`config.mk`:
```
export PLATFORM = sky130hd
export DESIGN_NAME = if_fetch_flat
export DESIGN_NICKNAME = d
export VERILOG_FILES = /design/src/rtl/if_fetch_if.sv /design/src/rtl/if_fetch.sv /design/src/flat_wrapper.sv
export SDC_FILE = /design/constraint.sdc
export NUM_CORES = 1
export LEC_CHECK = 0
export BUFFER_PORTS_ARGS = -buffer_cell sky130_fd_sc_hd__clkbuf_2
export CAP_MARGIN = 20
export CORE_AREA = 2 2 145 147
export DETAILED_ROUTE_END_ITERATION = 6
export DIE_AREA = 0 0 147 149
export PLACE_DENSITY_LB_ADDON = 0.25
export SETUP_SLACK_MARGIN = 0.05
export SKIP_LAST_GASP = 1
export SLEW_MARGIN = 20
export SYNTH_ARGS = -nofsm -noshare
export SYNTH_HDL_FRONTEND = slang
export SYNTH_SLANG_ARGS = --single-unit
export TNS_END_PERCENT = 50
```
`constraint.sdc`:
```
create_clock -name clk -period 8.1 [get_ports clk]
set_clock_uncertainty 0.05 [all_clocks]
set_input_delay 0.81 -clock clk [delete_from_list [all_inputs] [get_ports clk]]
set_output_delay 0.81 -clock clk [all_outputs]
set_load 0.02 [all_outputs]
```
`src/rtl/if_fetch_if.sv`:
```
// ---------------------------------------------------------------------------
// if_fetch_if
// Bundles every handshake/bus signal of the instruction-fetch stage so the
// stage and its surroundings connect through a single port.
//   PC stage   : i_pc, i_pc_valid -> fetch, o_pc_ready <- fetch
//   IMEM bus   : o_imem_req, o_imem_addr <- fetch,
//                i_imem_gnt, i_imem_rvalid, i_imem_rdata -> fetch
//   Redirect   : i_flush -> fetch
//   IF/ID      : o_id_valid, o_id_pc, o_id_inst <- fetch, i_id_ready -> fetch
// Signal prefixes (i_/o_) are from the fetch stage's point of view.
// modport slave  : the fetch stage itself
// modport master : everything around it (PC stage, memory, EX, decode)
// ---------------------------------------------------------------------------
interface if_fetch_if #(
  parameter int ADDR_W = 32,
  parameter int DATA_W = 32
);
  logic [ADDR_W-1:0] i_pc;
  logic              i_pc_valid;
  logic              o_pc_ready;
  logic              o_imem_req;
  logic [ADDR_W-1:0] o_imem_addr;
  logic              i_imem_gnt;
  logic              i_imem_rvalid;
  logic [DATA_W-1:0] i_imem_rdata;
  logic              i_flush;
  logic              o_id_valid;
  logic              i_id_ready;
  logic [ADDR_W-1:0] o_id_pc;
  logic [DATA_W-1:0] o_id_inst;

  modport slave (
    input  i_pc, i_pc_valid, i_imem_gnt, i_imem_rvalid, i_imem_rdata,
           i_flush, i_id_ready,
    output o_pc_ready, o_imem_req, o_imem_addr, o_id_valid, o_id_pc,
           o_id_inst
  );

  modport master (
    output i_pc, i_pc_valid, i_imem_gnt, i_imem_rvalid, i_imem_rdata,
           i_flush, i_id_ready,
    input  o_pc_ready, o_imem_req, o_imem_addr, o_id_valid, o_id_pc,
           o_id_inst
  );
endinterface

```
`src/rtl/if_fetch.sv`:
```
// ---------------------------------------------------------------------------
// if_fetch
// Instruction-fetch stage. Accepts fetch addresses from the PC stage,
// issues them to instruction memory (req/gnt, in-order rvalid), pairs each
// returned instruction with its address and queues the pairs in order for
// the IF/ID boundary. A flush empties the queue and arranges for responses
// still in flight to be thrown away.
// Ports:
//   clk  : clock
//   rstn : asynchronous, active-low reset
//   bus  : if_fetch_if.slave (PC handshake, IMEM bus, flush, IF/ID output)
// Parameters:
//   ADDR_W, DATA_W : address / instruction width
//   DEPTH          : max outstanding requests + queued entries (power of 2)
//   NOP_INST       : instruction presented while the queue is empty
// ---------------------------------------------------------------------------
module if_fetch #(
  parameter int                ADDR_W   = 32,
  parameter int                DATA_W   = 32,
  parameter int                DEPTH    = 2,
  parameter logic [DATA_W-1:0] NOP_INST = 32'h00000013
) (
  input  logic       clk,
  input  logic       rstn,
  if_fetch_if.slave  bus
);

  localparam int AW = $clog2(DEPTH);
  localparam int CW = $clog2(DEPTH + 1);
  localparam logic [CW:0] DEPTH_C = (CW + 1)'(DEPTH);

  // Occupancy counters
  logic [CW-1:0]     r_outstanding;
  logic [CW-1:0]     r_discard;
  logic [CW-1:0]     r_q_count;

  // Address FIFO: addresses of granted requests awaiting their response
  logic [AW-1:0]     r_af_wr;
  logic [AW-1:0]     r_af_rd;
  logic [ADDR_W-1:0] r_af_mem [DEPTH];

  // Output queue of {pc, instruction} pairs
  logic [AW-1:0]     r_q_wr;
  logic [AW-1:0]     r_q_rd;
  logic [ADDR_W-1:0] r_q_pc   [DEPTH];
  logic [DATA_W-1:0] r_q_inst [DEPTH];
  logic [ADDR_W-1:0] r_last_pc;

  logic [CW:0]       w_credit_sum;
  logic              w_credit_ok;
  logic              w_req;
  logic              w_grant;
  logic              w_resp;
  logic              w_drop;
  logic              w_q_empty;
  logic              w_q_push;
  logic              w_q_pop;
  logic [CW-1:0]     w_out_next;

  // Credits cover both in-flight requests and queued entries, so every
  // response always has a queue slot waiting for it.
  assign w_credit_sum = {1'b0, r_outstanding} + {1'b0, r_q_count};
  assign w_credit_ok  = w_credit_sum < DEPTH_C;

  assign w_req   = rstn && bus.i_pc_valid && w_credit_ok && !bus.i_flush;
  assign w_grant = w_req && bus.i_imem_gnt;

  // A response with nothing outstanding is a protocol error and is ignored.
  assign w_resp  = bus.i_imem_rvalid && (r_outstanding != '0);
  assign w_drop  = (r_discard != '0);

  assign w_q_empty = (r_q_count == '0);
  assign w_q_push  = w_resp && !w_drop && !bus.i_flush;
  assign w_q_pop   = !w_q_empty && bus.i_id_ready && !bus.i_flush;

  assign w_out_next = r_outstanding + CW'(w_grant) - CW'(w_resp);

  always_ff @(posedge clk or negedge rstn) begin
    if (!rstn) begin
      r_outstanding <= '0;
      r_discard     <= '0;
      r_q_count     <= '0;
      r_af_wr       <= '0;
      r_af_rd       <= '0;
      r_q_wr        <= '0;
      r_q_rd        <= '0;
      r_last_pc     <= '0;
    end else begin
      r_outstanding <= w_out_next;
      if (w_grant) r_af_wr <= r_af_wr + 1'b1;
      // Discarded responses still retire their address FIFO entry.
      if (w_resp)  r_af_rd <= r_af_rd + 1'b1;

      if (bus.i_flush) begin
        // Everything still outstanding after this cycle belongs to the
        // wrong path; a grant cannot coincide since req is blocked.
        r_discard <= w_out_next;
        r_q_count <= '0;
        r_q_wr    <= '0;
        r_q_rd    <= '0;
      end else begin
        if (w_resp && w_drop) r_discard <= r_discard - 1'b1;
        if (w_q_push) r_q_wr <= r_q_wr + 1'b1;
        if (w_q_pop)  r_q_rd <= r_q_rd + 1'b1;
        r_q_count <= r_q_count + CW'(w_q_push) - CW'(w_q_pop);
      end

      // Remember the head address so id_pc holds it once the queue drains.
      if (!w_q_empty) r_last_pc <= r_q_pc[r_q_rd];
    end
  end

  // Storage arrays need no reset: pointers and counts qualify their contents.
  always_ff @(posedge clk) begin
    if (w_grant) r_af_mem[r_af_wr] <= bus.i_pc;
    if (w_q_push) begin
      r_q_pc[r_q_wr]   <= r_af_mem[r_af_rd];
      r_q_inst[r_q_wr] <= bus.i_imem_rdata;
    end
  end

  assign bus.o_imem_req  = w_req;
  assign bus.o_imem_addr = {bus.i_pc[ADDR_W-1:2], 2'b00};
  assign bus.o_pc_ready  = w_grant;
  assign bus.o_id_valid  = !w_q_empty;
  assign bus.o_id_pc     = w_q_empty ? r_last_pc : r_q_pc[r_q_rd];
  assign bus.o_id_inst   = w_q_empty ? NOP_INST  : r_q_inst[r_q_rd];

endmodule
```
`src/flat_wrapper.sv`:
```
// flat-port wrapper written by rule: the top's interface ports become plain ports
module if_fetch_flat 
#(
  parameter int                ADDR_W   = 32,
  parameter int                DATA_W   = 32,
  parameter int                DEPTH    = 2,
  parameter logic [DATA_W-1:0] NOP_INST = 32'h00000013
)
  (clk, rstn, bus_i_pc, bus_i_pc_valid, bus_i_imem_gnt, bus_i_imem_rvalid, bus_i_imem_rdata, bus_i_flush, bus_i_id_ready, bus_o_pc_ready, bus_o_imem_req, bus_o_imem_addr, bus_o_id_valid, bus_o_id_pc, bus_o_id_inst);
  if_fetch_if #(.ADDR_W(ADDR_W), .DATA_W(DATA_W)) bus_i ();
  input  logic clk;
  input  logic rstn;
  input wire logic [$bits(bus_i.i_pc)-1:0] bus_i_pc;
  input wire logic [$bits(bus_i.i_pc_valid)-1:0] bus_i_pc_valid;
  input wire logic [$bits(bus_i.i_imem_gnt)-1:0] bus_i_imem_gnt;
  input wire logic [$bits(bus_i.i_imem_rvalid)-1:0] bus_i_imem_rvalid;
  input wire logic [$bits(bus_i.i_imem_rdata)-1:0] bus_i_imem_rdata;
  input wire logic [$bits(bus_i.i_flush)-1:0] bus_i_flush;
  input wire logic [$bits(bus_i.i_id_ready)-1:0] bus_i_id_ready;
  output wire logic [$bits(bus_i.o_pc_ready)-1:0] bus_o_pc_ready;
  output wire logic [$bits(bus_i.o_imem_req)-1:0] bus_o_imem_req;
  output wire logic [$bits(bus_i.o_imem_addr)-1:0] bus_o_imem_addr;
  output wire logic [$bits(bus_i.o_id_valid)-1:0] bus_o_id_valid;
  output wire logic [$bits(bus_i.o_id_pc)-1:0] bus_o_id_pc;
  output wire logic [$bits(bus_i.o_id_inst)-1:0] bus_o_id_inst;
  assign bus_i.i_pc = bus_i_pc;
  assign bus_i.i_pc_valid = bus_i_pc_valid;
  assign bus_i.i_imem_gnt = bus_i_imem_gnt;
  assign bus_i.i_imem_rvalid = bus_i_imem_rvalid;
  assign bus_i.i_imem_rdata = bus_i_imem_rdata;
  assign bus_i.i_flush = bus_i_flush;
  assign bus_i.i_id_ready = bus_i_id_ready;
  assign bus_o_pc_ready = bus_i.o_pc_ready;
  assign bus_o_imem_req = bus_i.o_imem_req;
  assign bus_o_imem_addr = bus_i.o_imem_addr;
  assign bus_o_id_valid = bus_i.o_id_valid;
  assign bus_o_id_pc = bus_i.o_id_pc;
  assign bus_o_id_inst = bus_i.o_id_inst;
  if_fetch #(.ADDR_W(ADDR_W), .DATA_W(DATA_W), .DEPTH(DEPTH), .NOP_INST(NOP_INST)) u_core (.clk(clk), .rstn(rstn), .bus(bus_i));
endmodule
```
# After elaboration in Yosys (flattened, before gate mapping)
# Memory sizes are Yosys's and may differ from the RTL's.
# Index checks and enable logic that the tools add are counted.
# word_totals
n_memories	3
ff_bits	42
word_cells	54
ramBits	192
# mem_list
memory	depth	word_bits	read_ports	rd_ports_with_merged_regs	wr	line_no	source
u_core.r_af_mem	2	32	1	0	1	if_fetch.sv:40	logic [ADDR_W-1:0] r_af_mem [DEPTH];
u_core.r_q_inst	2	32	1	0	1	if_fetch.sv:46	logic [DATA_W-1:0] r_q_inst [DEPTH];
u_core.r_q_pc	2	32	1	0	1	if_fetch.sv:45	logic [ADDR_W-1:0] r_q_pc [DEPTH];
# op_classes
n_mux	13
reduce_logical	19
addsub	10
n_lt_le_gt_ge	1
# op_table
cell	count
2-to-1 mux 32 bit	2
logical AND 1 bit	10
nonzero test 2 bit	5
2-to-1 mux 1 bit	8
2-to-1 mux 2 bit	3
adder 1 bit, second input constant	4
adder 2 x 1 -> 2 bit	2
subtractor 2 x 1 -> 2 bit	2
adder 2 x 2 -> 3 bit	1
zero test 1 bit	3
less-than comparator 3 x 2 -> 1 bit, second input constant	1
zero test 2 bit	1
subtractor 2 x 1 -> 2 bit, second input constant	1

# Depth between registers and ports, before layout
# logic_depth
word_depth	8
depth_mapped	10
depth_no_buf	10

# Least setup slack after synthesis
# OpenSTA, ideal clock, no wires.
# synth_path
kind	input port to flip-flop
from	input port bus_i_flush
to	memory u_core.r_q_inst[0][0], enable pin
path_slack_ns	2.128
required_time_ns	7.485
arrival_time_ns	5.357
stages	2
setup_ns	0.565
n_path_buf	1
cell_sequence	buf_2 nor3_1
# synth_via
elab_chain_len	4
# synth_lines
element	line_no	source
start, declared	flat_wrapper.sv:18	input wire logic [$bits(bus_i.i_flush)-1:0] bus_i_flush;
zero test 1 bit	if_fetch.sv:73	assign w_q_push = w_resp && !w_drop && !bus.i_flush;
logical AND 1 bit	if_fetch.sv:73	
2-to-1 mux 1 bit	if_fetch.sv:116	if (w_q_push) begin
2-to-1 mux 1 bit (implied by the code)	if_fetch.sv:118	r_q_inst[r_q_wr] <= bus.i_imem_rdata;
end, declared	if_fetch.sv:46	
# Every way passes these cells.

# Worst setup path after layout
# layout_path
from	register u_core.r_outstanding[0]
to	output port bus_o_pc_ready
# layout_via
elab_chain_len	5
# layout_lines
element	line_no	source
start, declared	if_fetch.sv:33	logic [CW-1:0] r_outstanding;
start signal, assigned	if_fetch.sv:89	r_outstanding <= w_out_next;
adder 2 x 2 -> 3 bit	if_fetch.sv:62	assign w_credit_sum = {1'b0, r_outstanding} + {1'b0, r_q_count};
less-than comparator 3 x 2 -> 1 bit	if_fetch.sv:63	assign w_credit_ok = w_credit_sum < DEPTH_C;
logical AND 1 bit (2 in series)	if_fetch.sv:65	assign w_req = rstn && bus.i_pc_valid && w_credit_ok && !bus.i_flush;
logical AND 1 bit	if_fetch.sv:66	assign w_grant = w_req && bus.i_imem_gnt;
end, declared	flat_wrapper.sv:20	output wire logic [$bits(bus_i.o_pc_ready)-1:0] bus_o_pc_ready;
# Every way passes these cells.

==> flow_summary_export.csv <==
group,metric,value,unit
run_status,outcome,"finished, final reports clean",
worst_setup_path,reg2reg_depth,10,
global_route,grt_max_degree,95,
worst_hold_path,hold_class,"in2async",
yosys,synth_cell_type_count,32,
run,max-cap-violations,0,
die,start_util,0.436,
yosys,yosysSeqAreaShare,0.761,
sta,layout_min_cycle_time,3.25,ns
finish,fillCellCount,1750,
die,die-width,147,µm
routing,viasPerCell,4.76,
die,die_h,149,µm
yosys,synthCells,529,
yosys,synth_warnings,0,
power,ir_worst_vdd,0.194,mV
sta,clock.fmax,308,MHz
global_route,grt_pass1_wl,24500,µm
clocking,insertion_delay,0.50,ns
power,power.total,3.42,mW
sta,timing.setup.tns,0,ns
clocking,clk_pin_slew_worst_paths,0.06,ns
place,hpwl,9700,µm
sta,finalSetupViolCount,0,
worst_setup_path,path_cells,"and2_1, fa_1, nor4b_2, nand3_2, inv_1, clkbuf_2",
clocking,ctsHoldBuffers,0,
worst_setup_path,cp_max_fo,4,
worst_setup_path,cp.required,7.24,ns
die,die_area,21900,µm²
sta,hold_viol_final,0,
yosys,synth_top_area_frac,0.643,
worst_setup_path,worstReg2RegEnd,"u_core.r_discard[1]",
die,core,20600,µm²
routing,drt_wl_total,15700,µm
worst_setup_path,end_kind,"output port",
sta,rsz0062_at_grt,"false",
clocking,cts_tree,"done",
global_route,grt_usage,0.142,
worst_setup_path,reg2reg_slack,5.19,ns
finish,multiInputGateArea,1740,µm²
worst_setup_path,setup.worst_path.start_class,"flop",
sta,tightest_slew,1.05,ns
worst_setup_path,cpPeakStageDelay,0.46,ns
clocking,clock_sinks,234,
routing,drtIter0Drc,145,
routing,wire_per_inst,16.2,µm
worst_setup_path,cp_slowest_cell,"fa_1",
yosys,synth_area_leaders,"edfxtp_1 (64%), dfrtp_1 (12%), mux2i_1 (7.1%), mux2_2 (4.0%), buf_4 (3.1%)",
sta,worst_slack,4.85,ns
power,powerDensity,323,nW/µm²
yosys,ys_seq_elements,234,
yosys,syn-cell-area,8960,µm²
worst_setup_path,arrival,2.39,ns
clocking,post-cts-setup-buffer-count,0,
die,ioPinCount,170,
finish,design_area,10600,µm²
sta,slew_headroom,0.300,
finish,n_antenna_cell,0,
finish,drive_gt1_frac,0.358,
clocking,cts_resized,0,
routing,dr.pass1.iters,4,
routing,drc,0,
worst_setup_path,rr_startpoint,"u_core.r_outstanding[0]",
yosys,synth_top_area_cell,"edfxtp_1",
place,place_area,9840,µm²
clocking,clk_path_buf_depth,3,
power,leakage,4.00,nW
yosys,postSynthAreaPerCell,16.9,µm²
routing,antenna_left,0,
worst_setup_path,cp_num_buf_inv,2,
finish,fin_nets,751,
global_route,antenna_found_initial,0,
finish,area_growth,18.0,%
global_route,first_global_vias,4656,
die,fp-row-count,53,
place,place_congestion,0.704,
finish,regArea,6820,µm²
sta,maxSlewViolCount,0,
sta,fin_crit_sh,0.401,
place,portBuffers,167,
clocking,cts_buffers,24,
finish,fin_cells,967,
routing,vias,4605,
place,dp.cells,923,
worst_setup_path,critical-path-top-delay-family,"simple AND/OR/NAND/NOR gates",
clocking,cts-htree-levels,1,
global_route,overflow,0,
place,dp_slack,5.07,ns
worst_setup_path,crit_type,"reg2out",
clocking,cts-root-buf,"clkbuf_16",
[cell usage after synthesis (all sizes together)]
library cell and n:
edfxtp 192, mux2i 64, buf 52, dfrtp 42
nor2 36, nand2 35, o21ai 35, mux2 32
inv 9, ha 5, xnor2 5, and2 4
xor2 3, clkbuf 2, a211o 1, a31oi 1
conb 1, fa 1, nand3 1, nor2b 1
nor3 1, nor3b 1, nor4 1, nor4b 1
o211a 1, o211ai 1, or3 1
[sequential cells by signal, indices dropped and copies added, names as in the netlist]
| signal | cells |
|---|---|
| u_core.r_af_mem | 64 |
| u_core.r_af_rd | 1 |
| u_core.r_af_wr | 1 |
| u_core.r_discard | 2 |
| u_core.r_last_pc | 32 |
| u_core.r_outstanding | 2 |
| u_core.r_q_count | 2 |
| u_core.r_q_inst | 64 |
| u_core.r_q_pc | 64 |
| u_core.r_q_rd | 1 |
| u_core.r_q_wr | 1 |
[routing by layer]
layer	GRT usage	up-vias	wire length (µm)
li1	-	2196	-
met1	0.188	2240	6880
met2	0.241	151	7460
met3	0.0343	18	1080
met4	0.0337	0	265
met5	0	-	0
[report_power, final]
group | switching (mW) | internal (mW)
combinational | 0.526 | 0.300
clock | 0.417 | 0.595
sequential | 0.0964 | 1.48
total | 1.04 | 2.38
[cell usage in the layout (no fill, tap or decap), drive strengths merged]
cell type,synthesis,routed
clkbuf,2,205
edfxtp,192,192
mux2i,64,64
dfrtp,42,42
nor2,36,36
nand2,35,35
o21ai,35,35
mux2,32,32
inv,9,9
clkinv,0,6
xnor2,5,5
ha,5,5
buf,52,5
and2,4,4
xor2,3,3
conb,1,2
nor4b,1,1
nand3,1,1
nor2b,1,1
nor3b,1,1
o211ai,1,1
nor3,1,1
o211a,1,1
nor4,1,1
a211o,1,1
or3,1,1
a31oi,1,1
fa,1,1
[per-stage QoR]
step	hold WS, ns	utilization
final	0.345	0.514
after floorplan	0.410	-
after global placement	0.432	0.477
after global routing	0.380	0.514
after CTS	0.357	0.514
after detailed placement	0.435	0.479
[kinds of logic (layout without fill, tap and decap cells)]
kind of cell,after synthesis,after routing,synth area share
flops,234,234,0.761
mux,96,96,0.112
buf+inv,63,225,0.0475
xor+xnor,8,8,0.00782
compound gates,39,39,0.0236
other cells,1,2,0.000418
fa+ha+maj,6,6,0.00922
simple gates,82,82,0.0391
[worst max-delay path by stage]
stage / from / end / cells past startpoint
after floorplan: bus_i_flush / u_core.r_q_inst[0][0] / 2
after global placement: rstn / u_core.r_discard[1] / 9
after detailed placement: rstn / u_core.r_af_mem[0][19] / 4
after CTS: u_core.r_q_count[1] / bus_o_id_pc[13] / 4
after global routing: u_core.r_q_count[1] / bus_o_id_pc[10] / 4
final: u_core.r_outstanding[0] / bus_o_pc_ready / 6
[worst register-to-register path, cell delays in order (launching register included)]
cell     delay (ns)
dfrtp_1        0.41
and2_1         0.18
fa_1           0.46
nor4b_2        0.36
nand3_2        0.18
ha_1           0.34
inv_1          0.04
ha_1           0.18
xnor2_1        0.18
xnor2_1        0.12
a211o_1        0.30
[final cells by class]
type / instances / area share
Inverter: 9 / 0.00320
Clock buffer: 38 / 0.0666
Timing Repair Buffer: 172 / 0.0845
Sequential cell: 234 / 0.645
Multi-Input combinational cell: 233 / 0.165
Clock inverter: 6 / 0.00284
Tap cell: 275 / 0.0325
Note: power is estimated with default switching activity, not from simulation.
